===== src/rtl/approx_adder_err_sequencer.sv =====
// Error-characterization sequencer for an external combinational approximate adder.
//
// This block drives operand pairs into the adder under test and samples the
// adder's result. It compares each result against the exact sum and
// accumulates the error count, the maximum absolute error and the sum of
// squared errors. Software divides sum_sq_err by the sample count to get the MSE.
//
// Ports:
//   clk          rising-edge clock
//   rst_n        asynchronous active-low reset
//   start        one-cycle run request, honoured in IDLE or DONE
//   mode         0 = exhaustive sweep, 1 = LFSR random (sampled on start)
//   seed         LFSR seed, sampled on start (0 is replaced by 1)
//   num_samples  LFSR-mode sample count, sampled on start (0 means 1)
//   op_a, op_b   registered operands to the adder's IN1/IN2
//   approx_sum   adder Out, combinational from op_a/op_b
//   busy         high in RUN and DRAIN
//   done         high in DONE until the next start
//   err_count    samples with a wrong result (saturating)
//   max_abs_err  largest |approx_sum - exact| in the run
//   sum_sq_err   sum of squared errors (saturating)
//   samples_done compares retired in the run (wrapping)
module approx_adder_err_sequencer #(
  parameter int                 WIDTH     = 16,
  parameter logic [2*WIDTH-1:0] LFSR_TAPS = 32'h8020_0003,
  parameter int                 ACC_W     = 64
) (
  input  logic                 clk,
  input  logic                 rst_n,
  input  logic                 start,
  input  logic                 mode,
  input  logic [2*WIDTH-1:0]   seed,
  input  logic [31:0]          num_samples,
  output logic [WIDTH-1:0]     op_a,
  output logic [WIDTH-1:0]     op_b,
  input  logic [WIDTH:0]       approx_sum,
  output logic                 busy,
  output logic                 done,
  output logic [31:0]          err_count,
  output logic [WIDTH:0]       max_abs_err,
  output logic [ACC_W-1:0]     sum_sq_err,
  output logic [31:0]          samples_done
);

  localparam int GW = 2 * WIDTH;
  localparam int SW = WIDTH + 1;
  localparam int EW = WIDTH + 2;
  localparam int QW = 2 * WIDTH + 2;

  typedef enum logic [1:0] {S_IDLE, S_RUN, S_DRAIN, S_DONE} state_t;

  state_t          state, state_nxt;
  logic            armed;
  logic            mode_r;
  logic [31:0]     num_r;
  logic [31:0]     issued;
  logic            last_iss;
  logic [GW-1:0]   gen;
  logic            vld_p0, vld_p1;
  logic            start_ok, issue;

  logic [SW-1:0]        sum_p1;
  logic [WIDTH-1:0]     a_p1, b_p1;
  logic [SW-1:0]        exact_p1;
  logic signed [EW-1:0] err_p1, mag_p1;
  logic [SW-1:0]        abs_p1;
  logic [QW-1:0]        sq_p1;

  function automatic logic [GW-1:0] lfsr_step(input logic [GW-1:0] g);
    return (g >> 1) ^ (g[0] ? LFSR_TAPS : '0);
  endfunction

  function automatic logic [31:0] sat_inc(input logic [31:0] v);
    return (&v) ? v : v + 32'd1;
  endfunction

  function automatic logic [ACC_W-1:0] sat_acc(input logic [ACC_W-1:0] acc,
                                               input logic [QW-1:0]    sq);
    logic [ACC_W:0] t;
    t = {1'b0, acc} + (ACC_W+1)'(sq);
    return t[ACC_W] ? '1 : t[ACC_W-1:0];
  endfunction

  // armed blocks a start that coincides with the first edge after reset release
  assign start_ok = start && armed && (state == S_IDLE || state == S_DONE);
  assign issue    = (state == S_RUN) && !last_iss;

  // State register and control path
  always_ff @(posedge clk or negedge rst_n) begin
    if (!rst_n) begin
      state    <= S_IDLE;
      armed    <= 1'b0;
      mode_r   <= 1'b0;
      num_r    <= '0;
      issued   <= '0;
      last_iss <= 1'b0;
      gen      <= '0;
      vld_p0   <= 1'b0;
      vld_p1   <= 1'b0;
      op_a     <= '0;
      op_b     <= '0;
    end else begin
      state  <= state_nxt;
      armed  <= 1'b1;
      vld_p0 <= issue;
      vld_p1 <= vld_p0;
      if (start_ok) begin
        mode_r   <= mode;
        num_r    <= (num_samples == 32'd0) ? 32'd1 : num_samples;
        gen      <= mode ? ((seed == '0) ? GW'(1) : seed) : '0;
        issued   <= '0;
        last_iss <= 1'b0;
      end else if (issue) begin
        {op_b, op_a} <= gen;
        gen          <= mode_r ? lfsr_step(gen) : gen + GW'(1);
        issued       <= issued + 32'd1;
        // exhaustive sweep stops on the all-ones pair, never wrapping to a second pass
        last_iss     <= mode_r ? (issued + 32'd1 == num_r) : (&gen);
      end
    end
  end

  always_comb begin
    state_nxt = state;
    case (state)
      S_IDLE:  if (start_ok) state_nxt = S_RUN;
      S_RUN:   if (last_iss) state_nxt = S_DRAIN;
      S_DRAIN: state_nxt = S_DONE;
      S_DONE:  if (start_ok) state_nxt = S_RUN;
      default: state_nxt = S_IDLE;
    endcase
  end

  always_comb begin
    busy = 1'b0;
    done = 1'b0;
    if (state == S_RUN || state == S_DRAIN) busy = 1'b1;
    if (state == S_DONE)                    done = 1'b1;
  end

  // Stage 1: capture the settled adder output with the operands that produced it
  always_ff @(posedge clk) begin
    if (vld_p0) begin
      sum_p1 <= approx_sum;
      a_p1   <= op_a;
      b_p1   <= op_b;
    end
  end

  assign exact_p1 = {1'b0, a_p1} + {1'b0, b_p1};
  assign err_p1   = $signed({1'b0, sum_p1}) - $signed({1'b0, exact_p1});
  assign mag_p1   = err_p1[EW-1] ? -err_p1 : err_p1;
  assign abs_p1   = SW'(mag_p1);
  assign sq_p1    = QW'(abs_p1) * QW'(abs_p1);

  // Stage 2: statistics update
  always_ff @(posedge clk or negedge rst_n) begin
    if (!rst_n) begin
      err_count    <= '0;
      max_abs_err  <= '0;
      sum_sq_err   <= '0;
      samples_done <= '0;
    end else if (start_ok) begin
      err_count    <= '0;
      max_abs_err  <= '0;
      sum_sq_err   <= '0;
      samples_done <= '0;
    end else if (vld_p1) begin
      if (err_p1 != '0)          err_count   <= sat_inc(err_count);
      if (abs_p1 > max_abs_err)  max_abs_err <= abs_p1;
      sum_sq_err   <= sat_acc(sum_sq_err, sq_p1);
      samples_done <= samples_done + 32'd1;
    end
  end

endmodule


===== config.mk =====
export PLATFORM = sky130hd
export DESIGN_NAME = approx_adder_err_sequencer
export DESIGN_NICKNAME = d
export VERILOG_FILES = /design/src/rtl/approx_adder_err_sequencer.sv
export SDC_FILE = /design/constraint.sdc
export NUM_CORES = 1
export LEC_CHECK = 0
export BUFFER_PORTS_ARGS = -buffer_cell sky130_fd_sc_hd__buf_4
export CORE_MARGIN = 3
export CORE_UTILIZATION = 45
export DETAILED_ROUTE_END_ITERATION = 7
export GPL_ROUTABILITY_DRIVEN = 0
export PLACE_DENSITY_LB_ADDON = 0.25
export SETUP_SLACK_MARGIN = 0.15
export SLEW_MARGIN = 20
export SYNTH_ARGS = -nofsm -noshare
export SYNTH_HDL_FRONTEND = slang
export SYNTH_SLANG_ARGS = --single-unit

===== constraint.sdc =====
create_clock -name clk -period 11.9 [get_ports clk]
set_clock_uncertainty 0.2 [all_clocks]
set_input_delay 1.19 -clock clk [delete_from_list [all_inputs] [get_ports clk]]
set_output_delay 1.19 -clock clk [all_outputs]
set_load 0.005 [all_outputs]

---- After elaboration in Yosys (flattened, before gate mapping) ----
Cells that the tools add are included.
cells by class
  add/sub/neg operators ................... 8
  multiply operators ...................... 1
  divide/modulo/power cells ............... 0
  $lt $le $gt $ge ......................... 1
  equal/unequal tests ..................... 7
  shift operators ......................... 0
  multiplexer cells ....................... 30
  bitwise gates (word level) .............. 2
  reduce and logical (&&, ||, !) cells .... 21
operators with widths
  kind                                           count
  two-way mux 32 bit                             15
  two-way mux 64 bit                             3
  adder 32 x 1 -> 32 bit, second input constant  4
  two-way mux 17 bit                             4
  adder 64 x 34 -> 65 bit                        1
  zero test 32 bit                               2
  AND reduction 32 bit                           2
  multiplier 17 x 17 -> 34 bit                   1
  == test 32 bit                                 1
  bitwise XOR 31 x 32 -> 32 bit                  1
  nonzero test 18 bit                            1
  subtractor 17 x 17 -> 18 bit                   1
  adder 16 x 16 -> 17 bit                        1
  greater-than comparator 17 bit                 1
  negation 17 bit                                1
  nonzero test 2 bit                             4
  case mux 2 bit (3 select lines)                1
  AND reduction 2 bit                            3
  two-way mux 1 bit                              5
  == test 2 bit, second input constant           2
  two-way mux 2 bit                              2
  inequality test 2 bit, second input constant   2
  logical AND 1 bit                              3
  AND reduction 3 bit                            1
  7 further kinds                                8
word-level totals
  bits in registers ....................... 329
  bits in latches ......................... 0
  memory bits (writable) .................. 0
  memory bits (read-only) ................. 0
  output and inout bits ................... 179
  logic and storage cells ................. 88
  memories kept ........................... 0

---- Longest topological paths before layout ----
  word-level depth ........................ 9
  mapped depth ............................ 42

---- Least setup slack after synthesis ----
No wires, ideal clock.
  path type ............................... reg2reg
  from .................................... register sum_p1[0]
  to ...................................... register sum_sq_err[54]
  library setup time ...................... 138 ps
  arrival time ............................ 9,104 ps
  required time ........................... 11,562 ps
  path slack .............................. 2,459 ps
  stages on the path, launching flop included .. 35
  clock period less this slack ............ 9,441 ps
  path through ............................ edfxtp_1 -> fa_1 -> ha_1 -> xor2_1 -> inv_1 -> clkbuf_1 -> ha_1 -> nand2_1 -> or3_4 -> nor4_1 -> a21oi_1 -> xnor2_2 -> inv_4 -> nand2_1 -> inv_1 -> fa_1 -> fa_1 -> inv_1 -> fa_1 -> inv_1 -> fa_1 -> fa_1 -> inv_1 -> fa_1 -> inv_1 -> ha_1 -> clkbuf_1 -> nand4_1 -> or2_2 -> a2111oi_2 -> o21a_1 -> and3_1 -> clkbuf_2 -> nor2b_1 -> a311oi_1
on the way
  word-level cells in the longest chain between the ends .. 8
RTL lines
  item                              RTL line  RTL
  start: declaration                62        logic [SW-1:0] sum_p1;
  start signal: assignment          144       sum_p1 <= approx_sum;
  subtractor 17 x 17 -> 18 bit (*)  151       assign err_p1 = $signed({1'b0, sum_p1}) - $signed({1'b0, exact_p1});
  negation 17 bit                   152       assign mag_p1 = err_p1[EW-1] ? -err_p1 : err_p1;
  two-way mux 17 bit (*)            152
  multiplier 17 x 17 -> 34 bit (*)  154       assign sq_p1 = QW'(abs_p1) * QW'(abs_p1);
  adder 64 x 34 -> 65 bit (*)       80        t = {1'b0, acc} + (ACC_W+1)'(sq);
  two-way mux 64 bit (*)            81        return t[ACC_W] ? '1 : t[ACC_W-1:0];
  two-way mux 64 bit (*)            168       end else if (vld_p1) begin
  two-way mux 64 bit (*)            163       end else if (start_ok) begin
  end signal: assignment            171       sum_sq_err <= sat_acc(sum_sq_err, sq_p1);
  end: declaration                  41        output logic [ACC_W-1:0] sum_sq_err,
Every way passes the cells marked *; elsewhere a longest branch is shown, timed or not. The select of a mux whose other input is x is not followed.
A chain may end at the register's enable or synchronous reset.

---- Worst setup path in the final report ----
  from .................................... register sum_p1[0]
  to ...................................... register sum_sq_err[52]
Same word-level chain as after synthesis.

==> summary.txt <==
Worst setup path
  • Crit start category: flop
  • Crit path required time: 12.09 ns
  • Critical path class: flop to flop
  • Crit path DAT: 11.28 ns
  • R2r endpoint: sum_sq_err[52]
  • Worst path most repeated cell: fa_1
  • CP Max Fanout: 13
  • Slowest stage delay, CP: 0.57 ns
  • FF-to-FF path depth: 33
  • R2R Setup Slk: 0.81 ns
  • RR Startpoint: sum_p1[0]
  • Critical path's slowest cell: fa_1
  • Worst setup EP type: flop

Timing
  • Slew @ Worst Pin: 1.045 ns
  • Max Clock Freq: 0.09020 GHz
  • Final hold vios: 0
  • RSZ-0062 raised after global routing: false
  • Final setup viols: 0
  • Final period utilization: 93.17%
  • Final WS setup: 0.8130 ns
  • Pins Over Slew Limit: 0
  • Slew HR: 30.32%
  • Setup TNS: 0 ns
  • Tmin final: 11.09 ns

Floorplanning
  • Starting Density: 45.99%
  • Placement Rows: 89
  • Area of the die: 0.06400 mm²
  • Die width: 253.0 µm
  • Core area: 0.05969 mm²
  • I/O pin count: 264
  • Die Height: 253.0 µm

Route
  • Drt pass-1 iters: 6
  • Routed WL: 76870 µm
  • Via count: 22290
  • DRC violation count after routing: 0
  • Drt wl/cell: 19.22 µm
  • ANT nets after route: 0
  • Initial detailed-routing violation count: 1618
  • Drt via density: 5.575

Clock tree
  • CTS H-tree lvls: 2
  • CTS Root Cell: clkbuf_16
  • Clock Sinks: 329
  • CTS buffer count: 40
  • Worst-path clk slew: 0.07 ns
  • Max Root-Sink Buffers: 3
  • Clock Latency Late Sink: 0.58 ns
  • CTS tree: yes

Hold path
  • Hold path endpoint: b_p1[1]
  • Worst hold path type: flop to flop
  • Hold Crit Depth: 0
  • Min-delay src: op_b[1]

Layout
  • Nets: 3676
  • Diode count: 0
  • Register Area: 0.008481 mm²
  • Leading cell types in the layout, fill and taps excluded: inv_1 (426), nand2_1 (308), buf_4 (290), dfrtp_1 (278), nor2_1 (254)
  • Layout area overhead: 15.57%
  • Fillcell total: 5390
  • Area of the multi-input gates: 0.01683 mm²
  • Fraction of layout cells with a size suffix above 1: 14.29%
  • Commonest non-fill, non-tap cell in the layout: inv_1

Logic synthesis
  • Syn nets: 3472
  • Post-Syn Area: 0.02745 mm²
  • Async SR Flop Fraction: 85.11%
  • Top_reg_cell synth: dfrtp_1
  • Post-synth EDFFs: 49
  • Post-synthesis cell type count: 97
  • Yosys warns: 0
  • Synthesized instance count: 2992
  • Syn_area_per_cell: 9.175 µm²
  • Post-synthesis sequential area ratio: 30.88%
  • #FFs+latches synth: 329

Global route
  • Remaining Overflow, GRT: 0
  • Largest net degree at the start of global routing: 195
  • GRT Overall Usage: 24.41%
  • Number of global-route vias before repair: 22880
  • Initial antenna violation count: 1
  • Global-route wire length before repair: 125200 µm

Run status
  • Status: finished clean

Flow run
  • Max_cap viols: 0

Placed design
  • IO buf count: 263
  • DPL Wire Length: 58470 µm
  • Pre-CTS setup slack: 0.1600 ns
==> area by class of cell <==
cell class | count | share of cell area, %
Sequential cell | 329 | 26.73
Timing Repair Buffer | 293 | 7.036
Clock inverter | 21 | 1.380
Multi-Input combinational cell | 2090 | 53.06
Inverter | 442 | 5.237
Clock buffer | 51 | 3.510
Tap cell | 773 | 3.048
==> synth_stat cells, types with 12 or more instances <==
| master | instances | area share, % |
|---|---|---|
| nor2_1 | 255 | 3.5 |
| o31ai_1 | 15 | 0.41 |
| o21a_1 | 13 | 0.36 |
| xor2_1 | 102 | 3.3 |
| inv_1 | 426 | 5.8 |
| nand4_1 | 46 | 1.0 |
| or3_1 | 18 | 0.41 |
| a31oi_1 | 26 | 0.59 |
| a21o_1 | 44 | 1.2 |
| a21oi_1 | 156 | 2.8 |
| a211oi_1 | 24 | 0.66 |
| dfrtp_1 | 280 | 26 |
| clkbuf_1 | 94 | 1.3 |
| ha_1 | 156 | 7.1 |
| edfxtp_1 | 49 | 5.4 |
| and2_1 | 24 | 0.55 |
| nand2_1 | 309 | 4.2 |
| xnor2_1 | 89 | 2.8 |
| fa_1 | 239 | 17 |
| nor2b_1 | 12 | 0.27 |
| and3_1 | 43 | 0.98 |
| buf_2 | 27 | 0.49 |
| inv_2 | 13 | 0.18 |
| o22ai_1 | 19 | 0.43 |
| o21ai_0 | 126 | 2.3 |
| mux2_2 | 30 | 1.2 |
| and4_1 | 15 | 0.48 |
| mux2i_1 | 15 | 0.55 |
| nor3_1 | 35 | 0.64 |
| nand3_1 | 82 | 1.5 |
| o211ai_1 | 15 | 0.41 |
| nor4_1 | 25 | 0.57 |
==> what timing repair did <==
item | 4_1_cts | 5_1_grt
hold buffers | 0 | 0
resized for setup | 1 | 4
buffers inserted | 0 | 0
endpoints found under the setup margin | 2 | 48
==> critical path: cells and delay by family, from the launching register on <==
family                   cells  cell delay, ns
adder cells (fa/ha/maj)     10            4.61
AND/OR/NAND/NOR              9            2.11
AO/OA/AOI/OAI                5            1.68
buffers and inverters        7            1.08
XOR/XNOR                     2            0.78
flip-flops                   1            0.41
==> state kept, by name, indices dropped and copies added, names as in the netlist, 17 cells and up <==
| register | cells |
|---|---|
| issued | 32 |
| sum_p1 | 17 |
| err_count | 32 |
| sum_sq_err | 64 |
| samples_done | 32 |
| gen | 32 |
| max_abs_err | 17 |
| num_r | 32 |
==> metal layers <==
metal | wire, µm | GRT usage [%] | vias up
met3 | 5894 | 5.146 | 146
met2 | 35510 | 39.28 | 829
met5 | 0 | 0 | -
met1 | 32790 | 32.97 | 10960
met4 | 2665 | 8.206 | 0
li1 | - | - | 10360
==> per-stage QoR <==
stage          hold slack (ns)  area (µm²)  util (%)  cells
5_1_grt                 0.3030       31730     53.15   3999
2_1_floorplan           0.2583       27450         -   2992
6_report                0.2854       31730     53.15   3999
4_1_cts                 0.2884       31680     53.07   3998
3_3_place_gp            0.2678       30120     50.46   3926
3_5_place_dp            0.2783       30120     50.46   3926
==> cell families after synthesis <==
logic type               after synthesis  share of synthesized area [%]
AND/OR/NAND/NOR                      908                          15.47
flip-flops                           329                          30.88
adder cells (fa/ha/maj)              395                          24.54
XOR/XNOR                             200                          6.627
other                                  1                        0.01366
AO/OA/AOI/OAI                        541                          12.71
multiplexers                          45                          1.778
buffers and inverters                573                          7.976
==> how the worst max path moves through the flow <==
stage	start	endpoint	slack (ns)	cells after the start
4_1_cts	sum_p1[0]	sum_sq_err[43]	0.42	33
2_1_floorplan	sum_p1[0]	sum_sq_err[54]	2.46	34
3_5_place_dp	sum_p1[0]	sum_sq_err[43]	0.16	33
3_3_place_gp	sum_p1[7]	sum_sq_err[49]	0.39	33
5_1_grt	sum_p1[2]	sum_sq_err[52]	0.29	33
6_report	sum_p1[0]	sum_sq_err[52]	0.81	33
Power is not shown: default switching activity piles up to over one toggle a cycle in this logic, so the estimate is an artifact.
